==> src/rtl/usb_pkg.sv <==
// Shared USB host types: transaction results, sequencer states, PIDs, default endpoints.
// Latency: n/a (types and constants only).
// Backpressure: n/a.
package usb_pkg;

    typedef enum logic [1:0] {
        RES_ACK     = 2'd0,
        RES_NAK     = 2'd1,
        RES_TIMEOUT = 2'd2,
        RES_CORRUPT = 2'd3
    } txn_res_t;

    typedef enum logic [2:0] {
        S_IDLE,
        S_ADDR_ISSUE,
        S_ADDR_WAIT,
        S_DATA_ISSUE,
        S_DATA_WAIT,
        S_RESP
    } rw_state_t;

    localparam logic [3:0] PID_OUT  = 4'b0001;
    localparam logic [3:0] PID_IN   = 4'b1001;
    localparam logic [3:0] PID_ACK  = 4'b0010;
    localparam logic [3:0] PID_NAK  = 4'b1010;

    localparam logic [3:0] DEF_ADDR_EP = 4'd4;
    localparam logic [3:0] DEF_DATA_EP = 4'd8;

    function automatic logic [15:0] sat_inc16(input logic [15:0] v);
        return (v == 16'hFFFF) ? v : v + 16'd1;
    endfunction

endpackage

==> src/rtl/usb_retry_ctr.sv <==
// Per-transaction attempt counter; exhausted_o flags that the attempt in flight is the last allowed.
// Latency: clear/increment take effect on the next clock.
// Backpressure: none; driven purely by the sequencer.
module usb_retry_ctr #(
    parameter int MAX_RETRY = 8
) (
    input  logic clk,
    input  logic rst,
    input  logic clr_i,
    input  logic inc_i,
    output logic exhausted_o
);

    localparam int CW = $clog2(MAX_RETRY + 1);

    logic [CW-1:0] cnt_q, cnt_d;

    always_comb begin
        cnt_d = cnt_q;
        if (clr_i) begin
            cnt_d = '0;
        end else if (inc_i) begin
            cnt_d = cnt_q + CW'(1);
        end
    end

    always_ff @(posedge clk) begin
        if (rst) begin
            cnt_q <= '0;
        end else begin
            cnt_q <= cnt_d;
        end
    end

    // cnt_q counts failures so far, so MAX_RETRY-1 means this attempt is the final one.
    assign exhausted_o = (cnt_q == CW'(MAX_RETRY - 1));

endmodule

==> src/rtl/usb_rw_engine.sv <==
// Host read/write sequencer: address OUT to ADDR_EP, then NBEAT OUT/IN beats on DATA_EP; optional USB_RW_STATS_EN counters.
// Latency: 5 cycles accept->resp_valid for one beat with a same-cycle PHY; +2 per extra beat or reissue.
// Backpressure: req_ready only in IDLE; each phase waits on txn_done; resp_valid is a pulse that cannot stall.
module usb_rw_engine
    import usb_pkg::*;
#(
    parameter int         ADDR_W    = 16,
    parameter int         DATA_W    = 64,
    parameter int         MAX_RETRY = 8,
    parameter logic [3:0] ADDR_EP   = DEF_ADDR_EP,
    parameter logic [3:0] DATA_EP   = DEF_DATA_EP
) (
    input  logic              clk,
    input  logic              rst,
    input  logic              req_valid,
    output logic              req_ready,
    input  logic              req_write,
    input  logic [ADDR_W-1:0] req_addr,
    input  logic [DATA_W-1:0] req_wdata,
    output logic              resp_valid,
    output logic              resp_ok,
    output logic [DATA_W-1:0] resp_rdata,
    output logic              txn_start,
    output logic              txn_in,
    output logic [3:0]        txn_endp,
    output logic [63:0]       txn_wdata,
    input  logic              txn_done,
    input  txn_res_t          txn_result,
    input  logic [63:0]       txn_rdata
`ifdef USB_RW_STATS_EN
    ,
    output logic [15:0]       stat_req,
    output logic [15:0]       stat_fail,
    output logic [15:0]       stat_retry
`endif
);

    localparam int NBEAT  = DATA_W / 64;
    localparam int BEAT_W = (NBEAT > 1) ? $clog2(NBEAT) : 1;

    rw_state_t         state_q, state_d;
    logic              write_q, write_d;
    logic [ADDR_W-1:0] addr_q, addr_d;
    logic [DATA_W-1:0] wdata_q, wdata_d;
    logic [DATA_W-1:0] rdata_q, rdata_d;
    logic [BEAT_W-1:0] beat_q, beat_d;
    logic              txn_in_q, txn_in_d;
    logic [3:0]        txn_endp_q, txn_endp_d;
    logic [63:0]       txn_wdata_q, txn_wdata_d;
    logic              resp_ok_q, resp_ok_d;
    logic [DATA_W-1:0] resp_rdata_q, resp_rdata_d;

    logic accept;
    logic txn_ack;
    logic retry_clr, retry_inc, retry_exh;

    assign accept  = req_valid && req_ready;
    assign txn_ack = (txn_result == RES_ACK);

    usb_retry_ctr #(
        .MAX_RETRY (MAX_RETRY)
    ) u_retry (
        .clk         (clk),
        .rst         (rst),
        .clr_i       (retry_clr),
        .inc_i       (retry_inc),
        .exhausted_o (retry_exh)
    );

    always_comb begin
        state_d      = state_q;
        write_d      = write_q;
        addr_d       = addr_q;
        wdata_d      = wdata_q;
        rdata_d      = rdata_q;
        beat_d       = beat_q;
        txn_in_d     = txn_in_q;
        txn_endp_d   = txn_endp_q;
        txn_wdata_d  = txn_wdata_q;
        resp_ok_d    = resp_ok_q;
        resp_rdata_d = resp_rdata_q;
        retry_clr    = 1'b0;
        retry_inc    = 1'b0;

        case (state_q)
            S_IDLE: begin
                if (accept) begin
                    write_d = req_write;
                    addr_d  = req_addr;
                    wdata_d = req_wdata;
                    rdata_d = '0;
                    beat_d  = '0;
                    state_d = S_ADDR_ISSUE;
                end
            end
            S_ADDR_ISSUE: state_d = S_ADDR_WAIT;
            S_DATA_ISSUE: state_d = S_DATA_WAIT;
            S_ADDR_WAIT, S_DATA_WAIT: begin
                if (txn_done && txn_ack) begin
                    retry_clr = 1'b1;
                    if (state_q == S_ADDR_WAIT) begin
                        beat_d  = '0;
                        state_d = S_DATA_ISSUE;
                    end else begin
                        if (!write_q) begin
                            rdata_d[64*int'(beat_q) +: 64] = txn_rdata;
                        end
                        if (beat_q == BEAT_W'(NBEAT - 1)) begin
                            resp_ok_d    = 1'b1;
                            resp_rdata_d = write_q ? '0 : rdata_d;
                            state_d      = S_RESP;
                        end else begin
                            beat_d  = beat_q + BEAT_W'(1);
                            state_d = S_DATA_ISSUE;
                        end
                    end
                end else if (txn_done) begin
                    if (retry_exh) begin
                        // Out of attempts: abandon every remaining phase.
                        retry_clr    = 1'b1;
                        resp_ok_d    = 1'b0;
                        resp_rdata_d = '0;
                        state_d      = S_RESP;
                    end else begin
                        retry_inc = 1'b1;
                        state_d   = (state_q == S_ADDR_WAIT) ? S_ADDR_ISSUE : S_DATA_ISSUE;
                    end
                end
            end
            S_RESP:  state_d = S_IDLE;
            default: state_d = S_IDLE;
        endcase

        // Transaction fields are loaded on entry to an issue state and held through the wait.
        if (state_d == S_ADDR_ISSUE) begin
            txn_in_d    = 1'b0;
            txn_endp_d  = ADDR_EP;
            txn_wdata_d = 64'(addr_d);
        end else if (state_d == S_DATA_ISSUE) begin
            txn_in_d    = !write_d;
            txn_endp_d  = DATA_EP;
            txn_wdata_d = write_d ? wdata_d[64*int'(beat_d) +: 64] : 64'd0;
        end
    end

    always_ff @(posedge clk) begin
        if (rst) begin
            state_q      <= S_IDLE;
            write_q      <= 1'b0;
            addr_q       <= '0;
            wdata_q      <= '0;
            rdata_q      <= '0;
            beat_q       <= '0;
            txn_in_q     <= 1'b0;
            txn_endp_q   <= 4'd0;
            txn_wdata_q  <= 64'd0;
            resp_ok_q    <= 1'b0;
            resp_rdata_q <= '0;
        end else begin
            state_q      <= state_d;
            write_q      <= write_d;
            addr_q       <= addr_d;
            wdata_q      <= wdata_d;
            rdata_q      <= rdata_d;
            beat_q       <= beat_d;
            txn_in_q     <= txn_in_d;
            txn_endp_q   <= txn_endp_d;
            txn_wdata_q  <= txn_wdata_d;
            resp_ok_q    <= resp_ok_d;
            resp_rdata_q <= resp_rdata_d;
        end
    end

    assign req_ready  = (state_q == S_IDLE);
    assign resp_valid = (state_q == S_RESP);
    assign resp_ok    = resp_ok_q;
    assign resp_rdata = resp_rdata_q;
    assign txn_start  = (state_q == S_ADDR_ISSUE) || (state_q == S_DATA_ISSUE);
    assign txn_in     = txn_in_q;
    assign txn_endp   = txn_endp_q;
    assign txn_wdata  = txn_wdata_q;

`ifdef USB_RW_STATS_EN
    logic        req_fail;
    logic [15:0] stat_req_q, stat_fail_q, stat_retry_q;

    assign req_fail = txn_done && !txn_ack && retry_exh &&
                      ((state_q == S_ADDR_WAIT) || (state_q == S_DATA_WAIT));

    always_ff @(posedge clk) begin
        if (rst) begin
            stat_req_q   <= 16'd0;
            stat_fail_q  <= 16'd0;
            stat_retry_q <= 16'd0;
        end else begin
            if (accept)    stat_req_q   <= sat_inc16(stat_req_q);
            if (req_fail)  stat_fail_q  <= sat_inc16(stat_fail_q);
            if (retry_inc) stat_retry_q <= sat_inc16(stat_retry_q);
        end
    end

    assign stat_req   = stat_req_q;
    assign stat_fail  = stat_fail_q;
    assign stat_retry = stat_retry_q;
`endif

endmodule

==> config.mk <==
export PLATFORM = sky130hd
export DESIGN_NAME = usb_rw_engine
export DESIGN_NICKNAME = d
export VERILOG_FILES = /design/src/rtl/usb_pkg.sv /design/src/rtl/usb_retry_ctr.sv /design/src/rtl/usb_rw_engine.sv
export SDC_FILE = /design/constraint.sdc
export NUM_CORES = 1
export LEC_CHECK = 0
export ABC_AREA = 1
export BUFFER_PORTS_ARGS = -buffer_cell sky130_fd_sc_hd__buf_2
export CAP_MARGIN = 10
export CORE_MARGIN = 3
export CORE_UTILIZATION = 49
export CTS_CLUSTER_DIAMETER = 200
export DETAILED_ROUTE_END_ITERATION = 10
export GPL_TIMING_DRIVEN = 0
export PLACE_DENSITY = 0.88
export SETUP_SLACK_MARGIN = 0.5
export SYNTH_ARGS = -nofsm -noshare
export SYNTH_HDL_FRONTEND = slang
export SYNTH_HIERARCHICAL = 1
export SYNTH_SLANG_ARGS = --single-unit
==> constraint.sdc <==
create_clock -name clk -period 2 [get_ports clk]
set_input_delay 0.6 -clock clk [delete_from_list [all_inputs] [get_ports clk]]
set_output_delay 0.6 -clock clk [all_outputs]
set_load 0.02 [all_outputs]
# After elaboration in Yosys (flattened, before gate mapping)
# Cells that the tools add are included.
word_totals:
  output_inout_bits: 137
  register_bits: 285
  word_cells: 97
  inputBits: 151
op_classes:
  n_eq_ne: 13
  add_sub_neg: 3
  shift: 3
  n_reduce_logical: 15
  muxes: 49
op_table:
  columns: ["cell", "count"]
  rows:
  - ["$mux W64", 13]
  - ["$pmux W64 S2", 1]
  - ["$bwmux W64", 1]
  - ["$mux W16", 4]
  - ["$shift A64 B33 Y64 const A", 1]
  - ["$shiftx A64 B33 Y64", 1]
  - ["$shiftx A64 B8 Y64", 1]
  - ["$neg A7 Y33", 1]
  - ["$mux W3", 8]
  - ["$mux W1", 19]
  - ["$pmux W3 S4", 1]
  - ["$eq A3 B2 Y1 const B", 3]
  - ["$ne A2 B2 Y1 const B", 4]
  - ["$reduce_bool A2 Y1", 4]
  - ["$eq A3 B1 Y1 const B", 2]
  - ["$eq A3 B3 Y1 const B", 2]
  - ["$reduce_or A2 Y1", 3]
  - ["$reduce_and A5 Y1", 1]
  - ["$add A4 B1 Y4 const B", 1]
  - ["$eq A4 B3 Y1 const B", 1]
  - ["$reduce_and A4 Y1", 1]
  - ["$logic_not A3 Y1", 1]
  - ["$logic_and A1 B1 Y1", 2]
  - ["$logic_not A2 Y1", 1]
  - ["other kinds (6)", 6]

# Logic depth before layout (Yosys ltp)
# Gate-level depths: netlist (run 1).
logic_depth:
  word_depth: 9
  ltp_mapped: 15
  mapped_depth_nobuf: 14

# Modules after synthesis
# The synthesis (run 1) kept the hierarchy.
modules_own_cells:
  columns: ["module", "seq_area_each_um2", "area_per_inst_um2", "cells_per_inst", "n_inst"]
  rows:
  - ["usb_rw_engine", 5625.4, 12590.8, 1867, 1]
  - ["usb_retry_ctr", 80.1, 173.9, 24, 1]

# Worst setup path before layout (run 1)
# OpenSTA, ideal clock, no wires.
synth_timing:
  path_type: "input -> register"
  start: "in txn_result[1]"
  end: "reg u_retry.cnt_q[3]"
  t_arrival_ps: 2055
  stages: 11
  required_ps: 1887
  setup_slack_ps: -168
  path_buffers: 2
  setup_time_ps: 113
  cell_sequence: "nor2_1 nand2_1 inv_1 buf_2 buf_1 nor3_1 nand2_1 nor2_2 nand2_1 nand2_1 nor2_1"
synth_via:
  word_cells_on_any_way: 7
  cone_classes: "mux (4); reduce/logical (3)"
synth_rtl:
  columns: ["element", "line", "source"]
  rows:
  - ["start: declaration", "usb_rw_engine.sv:28", "input txn_res_t txn_result,"]
  - ["$logic_not A2 Y1", "usb_rw_engine.sv:58", "assign txn_ack = (txn_result == RES_ACK);"]
  - ["$logic_and A1 B1 Y1", "usb_rw_engine.sv:99", "if (txn_done && txn_ack) begin"]
  - ["$mux W1", "usb_rw_engine.sv:99", null]
  - ["$mux W1", "usb_rw_engine.sv:85", "case (state_q)"]
  - ["named net retry_inc", "usb_rw_engine.sv:55", "logic retry_clr, retry_inc, retry_exh;"]
  - ["end signal: assignment", "usb_retry_ctr.sv:31", "cnt_q <= cnt_d;"]
  - ["end: declaration", "usb_retry_ctr.sv:16", "logic [CW-1:0] cnt_q, cnt_d;"]
# The timed path passes the listed nets, and every way through them passes these cells.
# A chain may end at the register's enable or synchronous reset.

# Final worst setup path (run 1)
layout_timing:
  start: "reg state_q[1]"
  end: "reg txn_wdata_q[39], in the netlist txn_wdata[39]"
layout_via:
  elab_chain_len: 8
  word_cells_on_any_way: 27
  cone_classes: "eq/ne (6); shift (1); mux (16); reduce/logical (4)"
layout_rtl:
  columns: ["element", "line", "source"]
  rows:
  - ["start: declaration", "usb_rw_engine.sv:41", "rw_state_t state_q, state_d;"]
  - ["start signal: assignment", "usb_rw_engine.sv:160", "state_q <= state_d;"]
  - ["branches (longest 8 deep; another with $shiftx A64 B8 Y64)", null, null]
  - ["end signal: assignment", "usb_rw_engine.sv:168", "txn_wdata_q <= txn_wdata_d;"]
  - ["end: declaration", "usb_rw_engine.sv:49", "logic [63:0] txn_wdata_q, txn_wdata_d;"]
# Several ways; the timed one is not identified.

==> impl_metrics.py, run 1 <==
metrics = {
    "placement": {
        "place_congestion": 0.920,
        "port_buffers": 285,
        "place_hpwl_um": 28300,
    },
    "detailed_routing": {
        "drt-initial-drc-count": 1533,
        "vias_per_cell": 5.42,
        "finalWirelength_um": 42600,
        "drt_first_pass_iters": 8,
        "routed-via-count": 14200,
        "ant_nets": 0,
        "wl_per_cell_um": 16.3,
        "drc_errors": 0,
    },
    "logic_synthesis": {
        "synth-edff-count": 0,
        "synth.top_cells.by_area": "dfxtp_1, a21oi_1, nand2_1",
        "ys_async_sr_fraction_pct": 0,
        "yosysMostFrequentCell": "nand2_1",
        "synth_ff_type": "dfxtp_1",
        "syn_inst": 1891,
        "synth_cell_types": 27,
        "yosys.area.top_type": "dfxtp_1",
        "postSynthAreaPerCell_sq_um": 6.75,
        "syn_area_sq_mm": 0.0128,
        "yosysTopAreaCellShare_pct": 44.7,
        "synth_common_cells": "nand2_1, a21oi_1, dfxtp_1, inv_1, nor2_1",
        "yosys_warnings": 6,
        "seq_area_frac_synth_pct": 44.7,
        "synth-seq-cells": 285,
    },
    "die": {
        "initial_core_util_pct": 50.3,
        "fp.dieH_um": 167,
        "die-area_sq_mm": 0.0280,
        "ioPinCount": 288,
        "fp.dieW_um": 167,
        "rows": 58,
        "core_sq_mm": 0.0254,
    },
    "grt": {
        "antenna_found_initial": 16,
        "grt_max_degree": 15,
        "first_global_vias": 13000,
        "grt_pass1_wl_um": 63300,
        "groute.usage.overall_pct": 27.0,
        "grt-ovfl-total": 0,
    },
    "sta": {
        "finClkSkew_ns": 0.0126,
        "rsz0062_at_grt": "true",
        "fmax_ghz": 0.503,
        "period_minus_slack_ns": 1.99,
        "tns_ns": 0,
        "period_share_pct": 99.4,
        "setup_viol": 0,
        "slew_violations": 0,
        "slew_headroom_pct": 49.1,
        "hold_violations": 0,
        "tightest_slew_ns": 0.764,
    },
    "setup_path": {
        "ff2ff_setup_slack_ns": 0.01,
        "r2r_cells": 10,
        "worstSetupPathType": "register to register",
        "r2r-start": "state_q[1]",
        "worstPathRequired_ns": 2.48,
        "startpoint_type": "register",
        "end_kind": "register",
        "r2r-end": "txn_wdata[39]",
        "cp.arrival_ns": 2.46,
        "crit_fanout": 10,
    },
    "layout": {
        "finalNetCount": 2403,
        "fillers": 2048,
        "drive_gt1_share_pct": 27.2,
        "seq_area_sq_mm": 0.00572,
        "synthToLayoutAreaGrowth_pct": 33.1,
        "multi_input_area_sq_mm": 0.00614,
    },
    "flow_run": {
        "cap_violations": 0,
    },
    "cts": {
        "numClockSinks": 285,
        "clk_latency_ns": 0.55,
        "cts_inserted_buffers": 30,
        "clk_pin_slew_worst_paths_ns": 0.06,
        "cts_hold_buf": 0,
        "cts_tree": "built",
        "htreeDepth": 1,
        "clockRootBuffer": "clkbuf_16",
        "cts_buffer_depth": 3,
    },
    "hold_path": {
        "min_to": "wdata_q[57]",
        "hold-path-cell-count": 3,
        "hp-class": "primary input to register",
        "worstHoldStart": "req_wdata[57]",
    },
    "power_and_ir_drop": {
        "power_density_mw_per_mm2": 889,
        "ir_drop_uv": 631,
        "p_total_uw": 15100,
        "cellLeakagePower_uw": 0.00753,
    },
    "run_status": {
        "outcome": "finished, final reports clean",
    },
}
## registers in the layout, indices dropped and copies added (netlist names)
signal         count
write_q            1
txn_in             1
addr_q            16
rdata_q           64
resp_rdata        64
u_retry/cnt_q      4
txn_endp           2
resp_ok            1
txn_wdata         64
beat_q             1
state_q            3
wdata_q           64
## power breakdown
group | leakage, uW | switching [uW] | internal (uW) | total [uW]
combinational | 0.00471 | 1950 | 1240 | 3180
sequential | 0.00233 | 221 | 6110 | 6330
clock | 0.000485 | 2310 | 3290 | 5600
## worst max-delay path by stage
stage	startpoint	to	slack [ns]	cells after the start
finish	state_q[1]	txn_wdata[39]	0.01	10
global placement	rst	addr_q[3]	-0.54	5
floorplan	txn_result[1]	txn_wdata[33]	0.26	11
global route	state_q[1]	txn_wdata[55]	-0.06	10
CTS	state_q[1]	resp_valid	0.05	4
detailed placement	rst	addr_q[0]	-0.54	5
## layout by cell type, fill, tap and decap left out, types with 28 or more instances in the layout
master       n
clkbuf_1    38
buf_2      298
nor2_1     171
buf_6       40
a21oi_1    286
nor3_1      59
buf_4       49
dfxtp_1    280
clkbuf_16   31
o21ai_0     94
nand2_1    426
clkbuf_2    28
a21oi_2     46
nand3_1     57
inv_1      188
o21ai_1     35
## through the flow
step                      cells  worst slack [ns]  hold WS, ns  utilization [%]  instance area, sq um
after floorplan            1892             0.264        0.430                -                 12900
after global placement     2507            -0.541        0.439             58.1                 14700
after detailed placement   2507            -0.544        0.448             58.1                 14700
after CTS                  2584            0.0514        0.306             63.6                 16200
after global routing       2615           -0.0646        0.326             66.9                 17000
final                      2615            0.0126        0.313             66.9                 17000
## layout make-up
cell class	instances	area share [%]
plain buffers	149	6.61
inverters	196	4.36
clock buffers	43	5.19
clock inverters	9	0.597
repair buffers	327	10.8
multi-input cells	1262	36.1
flip-flops and latches	285	33.7
well taps	330	2.43
diodes	14	0.206
## what timing repair did
action	4_1_cts	5_1_grt
gates cloned	4	3
pin swaps	10	49
endpoints found under the setup margin	420	420
gates resized for setup	77	299
setup buffers	21	14
## critical path: stages (launching register included)
cell and delay, ns:
dfxtp_4 0.38, nor2_4 0.17, nand3_4 0.10, buf_8 0.16
buf_6 0.16, buf_4 0.18, nand2_1 0.11, o21ai_1 0.13
nor3_2 0.23, nand2_1 0.13, a21oi_2 0.16
## layer usage
| metal | part of all wire, % | vias up | GRT usage, % |
|---|---|---|---|
| met5 | 0.063 | - | 0 |
| met4 | 5.7 | 4 | 13.0 |
| met3 | 7.9 | 187 | 5.50 |
| met2 | 47 | 676 | 44.6 |
| met1 | 39 | 6550 | 33.7 |
| li1 | - | 6760 | - |
## cell families after synthesis
kind of cell               synth area share [%]
adders and majority gates                0.0980
AOI/OAI and AO/OA                          19.3
other                                    0.0294
buffers and inverters                      11.1
and+or+nand+nor                            24.8
DFF                                        44.7
(Power assumes the default switching activity.)
==> run 2: changes to the inputs <==
--- a/config.mk
+++ b/config.mk
@@ -9,13 +9,13 @@
 export BUFFER_PORTS_ARGS = -buffer_cell sky130_fd_sc_hd__buf_2
 export CAP_MARGIN = 10
 export CORE_MARGIN = 3
-export CORE_UTILIZATION = 49
+export CORE_UTILIZATION = 30
+export CTS_BUF_LIST = sky130_fd_sc_hd__clkbuf_16
 export CTS_CLUSTER_DIAMETER = 200
 export DETAILED_ROUTE_END_ITERATION = 10
 export GPL_TIMING_DRIVEN = 0
-export PLACE_DENSITY = 0.88
+export PLACE_DENSITY = 0.63
 export SETUP_SLACK_MARGIN = 0.5
 export SYNTH_ARGS = -nofsm -noshare
 export SYNTH_HDL_FRONTEND = slang
-export SYNTH_HIERARCHICAL = 1
 export SYNTH_SLANG_ARGS = --single-unit
==> run 2 against run 1 <==
Effect of this change: critical path type is now register to primary output; critical endpoint is now req_ready; worst setup slack improved by 0.061 ns; synthesized cell count decreased by 4.3%; total power increased by 9.5%; clock power increased by 18%; utilization decreased by 22 points; design area increased by 8.3%; highest routed layer unchanged; largest power group is now the clock network.
==> impl_metrics.py, run 2 <==
metrics = {
    "run_status": {
        "outcome": "finished, final reports clean",
    },
    "die": {
        "rows": 74,
        "initial_core_util_pct": 30.7,
        "die-area_sq_mm": 0.0447,
        "ioPinCount": 288,
        "fp.dieW_um": 211,
        "fp.dieH_um": 211,
        "core_sq_mm": 0.0412,
    },
    "cts": {
        "cts_inserted_buffers": 35,
        "cts_hold_buf": 0,
        "clockRootBuffer": "clkbuf_16",
        "clk_latency_ns": 0.54,
        "htreeDepth": 2,
        "numClockSinks": 285,
        "cts_tree": "built",
        "clk_pin_slew_worst_paths_ns": 0.06,
        "cts_buffer_depth": 3,
    },
    "logic_synthesis": {
        "synth_common_cells": "nand2_1, a21oi_1, dfxtp_1, nor2_1, nand3_1",
        "syn_inst": 1809,
        "synth-edff-count": 0,
        "seq_area_frac_synth_pct": 45.1,
        "yosysMostFrequentCell": "nand2_1",
        "ys_async_sr_fraction_pct": 0,
        "yosysTopAreaCellShare_pct": 45.1,
        "yosys_warnings": 0,
        "synth_cell_types": 30,
        "postSynthAreaPerCell_sq_um": 6.99,
        "synth_ff_type": "dfxtp_1",
        "yosys.area.top_type": "dfxtp_1",
        "synth-seq-cells": 285,
        "syn_area_sq_mm": 0.0126,
        "synth.top_cells.by_area": "dfxtp_1, nand2_1, a21oi_1",
    },
    "detailed_routing": {
        "ant_nets": 0,
        "finalWirelength_um": 47100,
        "vias_per_cell": 4.91,
        "routed-via-count": 13500,
        "wl_per_cell_um": 17.1,
        "drt-initial-drc-count": 857,
        "drt_first_pass_iters": 5,
        "drc_errors": 0,
    },
    "layout": {
        "drive_gt1_share_pct": 33.1,
        "finalNetCount": 2347,
        "multi_input_area_sq_mm": 0.00680,
        "seq_area_sq_mm": 0.00572,
        "synthToLayoutAreaGrowth_pct": 45.5,
        "fillers": 4092,
        "post-route-util_pct": 44.7,
        "layout_common_cells": "nand2_1, buf_2, dfxtp_1, a21oi_1, nor2_1",
        "final_common_cell": "nand2_1",
        "final_cells": 2754,
    },
    "sta": {
        "finClkSkew_ns": 0.0273,
        "slew_headroom_pct": 56.7,
        "tightest_slew_ns": 0.650,
        "period_minus_slack_ns": 1.93,
        "hold_slack_ns": 0.334,
        "fmax_ghz": 0.519,
        "setup_viol": 0,
        "tns_ns": 0,
        "final.setup.worst_slack_ns": 0.0737,
        "hold_violations": 0,
        "rsz0062_at_grt": "true",
        "period_share_pct": 96.3,
        "slew_violations": 0,
    },
    "grt": {
        "antenna_found_initial": 14,
        "grt_pass1_wl_um": 68300,
        "grt_max_degree": 14,
        "first_global_vias": 12800,
        "groute.usage.overall_pct": 19.0,
        "grt-ovfl-total": 0,
    },
    "power_and_ir_drop": {
        "ir_drop_uv": 555,
        "p_clk_share_pct": 39.9,
        "p_comb_share_pct": 23.1,
        "power_density_mw_per_mm2": 899,
        "cellLeakagePower_uw": 0.00787,
        "p_int_uw": 11500,
        "netSwitchingFraction_pct": 30.4,
        "seq_power_share_pct": 36.9,
        "netSwitchingPower_uw": 5020,
    },
    "setup_path": {
        "startpoint_type": "register",
        "critPathSlowestCell": "dfxtp_4",
        "worstPathRequired_ns": 1.40,
        "crit_fanout": 6,
        "crit_chain": "nor2_4 > nand2_4 > inv_4 > buf_6",
        "cp.arrival_ns": 1.33,
        "critPathMaxStageDelay_ns": 0.37,
        "worstSetupPathType": "register to primary output",
        "end_kind": "primary output",
    },
    "placement": {
        "port_buffers": 284,
        "place_congestion": 0.881,
        "dp_cells": 2626,
        "place_hpwl_um": 33200,
        "dp_slack_ns": -0.675,
    },
    "hold_path": {
        "hp-class": "primary input to register",
    },
    "flow_run": {
        "cap_violations": 0,
    },
}
## run 2: cell count changes after synthesis, sizes merged, moves of 2 or more
cell,before,now
a21oi,334,310
buf,67,77
clkbuf,82,68
inv,196,115
mux2i,0,17
nand2,451,508
nand3,64,128
nand4,0,19
nor2,187,134
nor3,75,62
o21a,16,2
o21ai,131,80
or2,0,2
## run 2: area by class of cell
class                           instances  share of cell area (%)
Clock inverter                         26                    1.56
Tap cell                              532                    3.62
Timing Repair inverter                  1                  0.0476
Antenna cell                            2                  0.0272
Clock buffer                           36                    4.90
Buffer                                145                    7.06
Inverter                              115                    2.58
Sequential cell                       285                    31.1
Multi-Input combinational cell       1267                    36.9
Timing Repair Buffer                  345                    12.2
## run 2: worst paths after layout
| kind | start | end | slack (ns) | cells past startpoint |
|---|---|---|---|---|
| worst max-delay path | state_q[0] | req_ready | 0.07 | 4 |
| worst min-delay path | req_wdata[25] | wdata_q[25] | 0.33 | 3 |
| worst max register to register | beat_q | txn_wdata[56] | 0.10 | 12 |
| worst min register to register | resp_rdata[56] | resp_rdata[56] | 0.46 | 2 |
## run 2: layer usage
| metal | GRT usage, % | routed length, um | up-vias |
|---|---|---|---|
| met2 | 33.4 | 23500 | 424 |
| met4 | 4.71 | 897 | 20 |
| met3 | 6.21 | 3920 | 90 |
| li1 | - | - | 6693 |
| met5 | 0 | 123 | - |
| met1 | 22.5 | 18700 | 6299 |
## run 2: per-stage QoR
stage	total power, uW	cell area, sq um
finish	16500	18400
global route	17300	18400
CTS	16000	16600
detailed placement	9260	15200
global placement	9210	15200
floorplan	8330	13100
## run 2: power by group through the flow
stage / logic, uW / clock network [uW] / registers [uW]
after CTS: 3170 / 6750 / 6110
after floorplan: 2040 / 0 / 6290
final: 3830 / 6600 / 6110
after detailed placement: 3030 / 0 / 6230
after global routing: 4170 / 6960 / 6140
after global placement: 3000 / 0 / 6220
## run 2: kinds of logic after synthesis
kind of cell	Yosys count	share of synthesized area, %
flops	285	45.1
buf+inv	260	9.35
compound gates	392	15.7
other cells	1	0.0297
mux	17	1.35
fa+ha+maj	1	0.0989
simple gates	853	28.4
## run 2: repair_timing
item,CTS,global route
pin swaps,8,45
gates resized for setup,74,306
setup endpoints to repair,420,420
buffers inserted,13,29
gates cloned,0,22
## run 2: worst max-delay path: cells and delay by family, from the launching register on
kind | cells | cell delay (ns)
buffers and inverters | 2 | 0.20
DFF | 1 | 0.37
and+or+nand+nor | 2 | 0.24
==> run 3: changes to the inputs <==
--- a/config.mk
+++ b/config.mk
@@ -9,12 +9,12 @@
 export BUFFER_PORTS_ARGS = -buffer_cell sky130_fd_sc_hd__buf_2
 export CAP_MARGIN = 10
 export CORE_MARGIN = 3
-export CORE_UTILIZATION = 30
+export CORE_UTILIZATION = 32
 export CTS_BUF_LIST = sky130_fd_sc_hd__clkbuf_16
 export CTS_CLUSTER_DIAMETER = 200
 export DETAILED_ROUTE_END_ITERATION = 10
 export GPL_TIMING_DRIVEN = 0
-export PLACE_DENSITY = 0.63
+export PLACE_DENSITY = 0.66
 export SETUP_SLACK_MARGIN = 0.5
 export SYNTH_ARGS = -nofsm -noshare
 export SYNTH_HDL_FRONTEND = slang
==> run 3 against run 2 <==
Effect of this change: combinational power up 38%; clock power down 12%; utilization up 8.7 points; sequential share of layout area down 3.5 points; via count up 6.7%; fmax down 1.1%; routed wire length up 10%; final cell count up 2.0%; critical path depth unchanged; sequential power about the same; largest power group is now registers.
==> impl_metrics.py, run 3 (synthesis gave the netlist of run 2 again) <==
metrics = {
    "run_status": {
        "outcome": "finished, final reports clean",
    },
    "layout": {
        "drive_gt1_share_pct": 45.1,
        "finalNetCount": 2410,
        "layout_common_cells": "nand2_1, buf_2, dfxtp_1, a21oi_1, inv_1",
        "fin_area_sq_mm": 0.0207,
        "synthToLayoutAreaGrowth_pct": 63.9,
        "final_common_cell": "nand2_1",
    },
    "detailed_routing": {
        "drt-initial-drc-count": 832,
        "finalWirelength_um": 52000,
        "drt_first_pass_iters": 5,
        "wl_per_cell_um": 18.5,
        "drc_errors": 0,
        "ant_nets": 0,
        "routed-via-count": 14400,
        "vias_per_cell": 5.14,
    },
    "setup_path": {
        "startpoint_type": "register",
        "end_kind": "primary output",
        "worstPathRequired_ns": 1.40,
        "crit_fanout": 5,
        "critPathSlowestCell": "dfxtp_4",
        "path_buf_inv": 2,
        "cp.arrival_ns": 1.35,
        "crit_family": "flip-flops",
        "crit_chain": "nor2_4 > nand2_4 > inv_4 > buf_6",
        "critPathMaxStageDelay_ns": 0.37,
        "worstSetupPathType": "register to primary output",
    },
    "die": {
        "fp.dieH_um": 205,
        "ioPinCount": 288,
        "core_sq_mm": 0.0388,
        "fp.dieW_um": 205,
        "initial_core_util_pct": 32.6,
        "die-area_sq_mm": 0.0419,
        "rows": 72,
    },
    "grt": {
        "grt_max_degree": 13,
        "grt-ovfl-total": 0,
        "first_global_vias": 13900,
        "antenna_found_initial": 14,
        "grt_pass1_wl_um": 74900,
        "groute.usage.overall_pct": 22.5,
    },
    "power_and_ir_drop": {
        "seq_power_share_pct": 35.6,
        "cellLeakagePower_uw": 0.00880,
        "ir_drop_uv": 790,
        "netSwitchingFraction_pct": 32.5,
        "p_clk_share_pct": 33.7,
        "p_comb_share_pct": 30.7,
        "power_density_mw_per_mm2": 830,
        "p_total_uw": 17200,
        "p_int_uw": 11600,
        "netSwitchingPower_uw": 5590,
    },
    "sta": {
        "tightest_slew_ns": 0.754,
        "finClkSkew_ns": 0.0257,
        "period_share_pct": 97.4,
        "fmax_ghz": 0.514,
        "slew_headroom_pct": 49.7,
        "hold_violations": 0,
        "setup_viol": 0,
        "period_minus_slack_ns": 1.95,
        "slew_violations": 0,
        "rsz0062_at_grt": "true",
    },
    "placement": {
        "place_hpwl_um": 32300,
        "place_congestion": 0.849,
        "port_buffers": 284,
        "placed_area_sq_mm": 0.0151,
    },
    "hold_path": {
        "hp-class": "primary input to register",
    },
    "cts": {
        "htreeDepth": 2,
        "cts_tree": "built",
        "clk_latency_ns": 0.55,
        "cts_inserted_buffers": 34,
        "cts_buffer_depth": 3,
        "clockRootBuffer": "clkbuf_16",
        "cts_hold_buf": 0,
        "clk_pin_slew_worst_paths_ns": 0.06,
        "numClockSinks": 285,
    },
    "flow_run": {
        "cap_violations": 0,
    },
}
## run 3: changes by cell type in the layout (fill, tap and decap cells not counted), sizes merged, moves of 3 or more
cell and change:
clkinvlp -3, inv +7, bufinv -5, buf +55
diode +8, clkbuf +6
## run 3: worst paths after layout
path / startpoint / endpoint / slack [ns] / cells past startpoint
worst max-delay path: state_q[0] / req_ready / 0.05 / 4
worst max register to register: state_q[2] / rdata_q[63] / 0.07 / 13
worst min-delay path: req_wdata[29] / wdata_q[29] / 0.31 / 3
worst min register to register: rdata_q[57] / rdata_q[57] / 0.46 / 2
## run 3: tightest hold or removal path, stage by stage
cell and delay (ns):
buf_2 0.08, o21ai_1 0.07, nor2_1 0.08
## run 3: final cells by class
cell class,count,area (sq um)
plain buffers,145,1500
inverters,115,489
repair buffers,407,3330
well taps,518,648
fillers,3358,18100
clock buffers,35,876
clock inverters,23,146
multi-input cells,1269,7990
flip-flops and latches,285,5720
diodes,10,25.0
repair inverters,1,8.76
## run 3: what timing repair did
action                     in CTS  in global routing
setup endpoints to repair     420                418
buffers inserted               56                 20
gates resized for setup       431                357
gates cloned                   34                 18
pin swaps                     152                134
## run 3: metrics by stage
stage               cells  setup TNS, ns  worst slack (ns)  hold WS [ns]  utilization [%]
finish               2808              0            0.0526         0.314             53.4
floorplan            1810              0             0.199         0.443                -
CTS                  2760              0            0.0232         0.283             48.5
global placement     2612        -105.42            -0.625         0.449             39.0
global route         2801        -0.0391           -0.0137         0.315             53.3
detailed placement   2612        -112.26            -0.599         0.452             39.0
## run 3: power groups by stage
| stage | logic [uW] | clock network (uW) | registers (uW) |
|---|---|---|---|
| floorplan | 2040 | 0 | 6290 |
| detailed placement | 3010 | 0 | 6230 |
| finish | 5290 | 5800 | 6130 |
| global placement | 2970 | 0 | 6220 |
| global route | 5630 | 6100 | 6150 |
| CTS | 4440 | 5900 | 6110 |
## run 3: layer usage
layer | routed length [um] | global-route usage, % | part of all wire (%) | vias up
met5 | 105 | 0 | 0.20 | -
met4 | 1830 | 8.09 | 3.5 | 18
met3 | 4730 | 6.72 | 9.1 | 153
met2 | 26400 | 40.4 | 51 | 626
met1 | 19000 | 25.0 | 36 | 6797
li1 | - | - | - | 6842
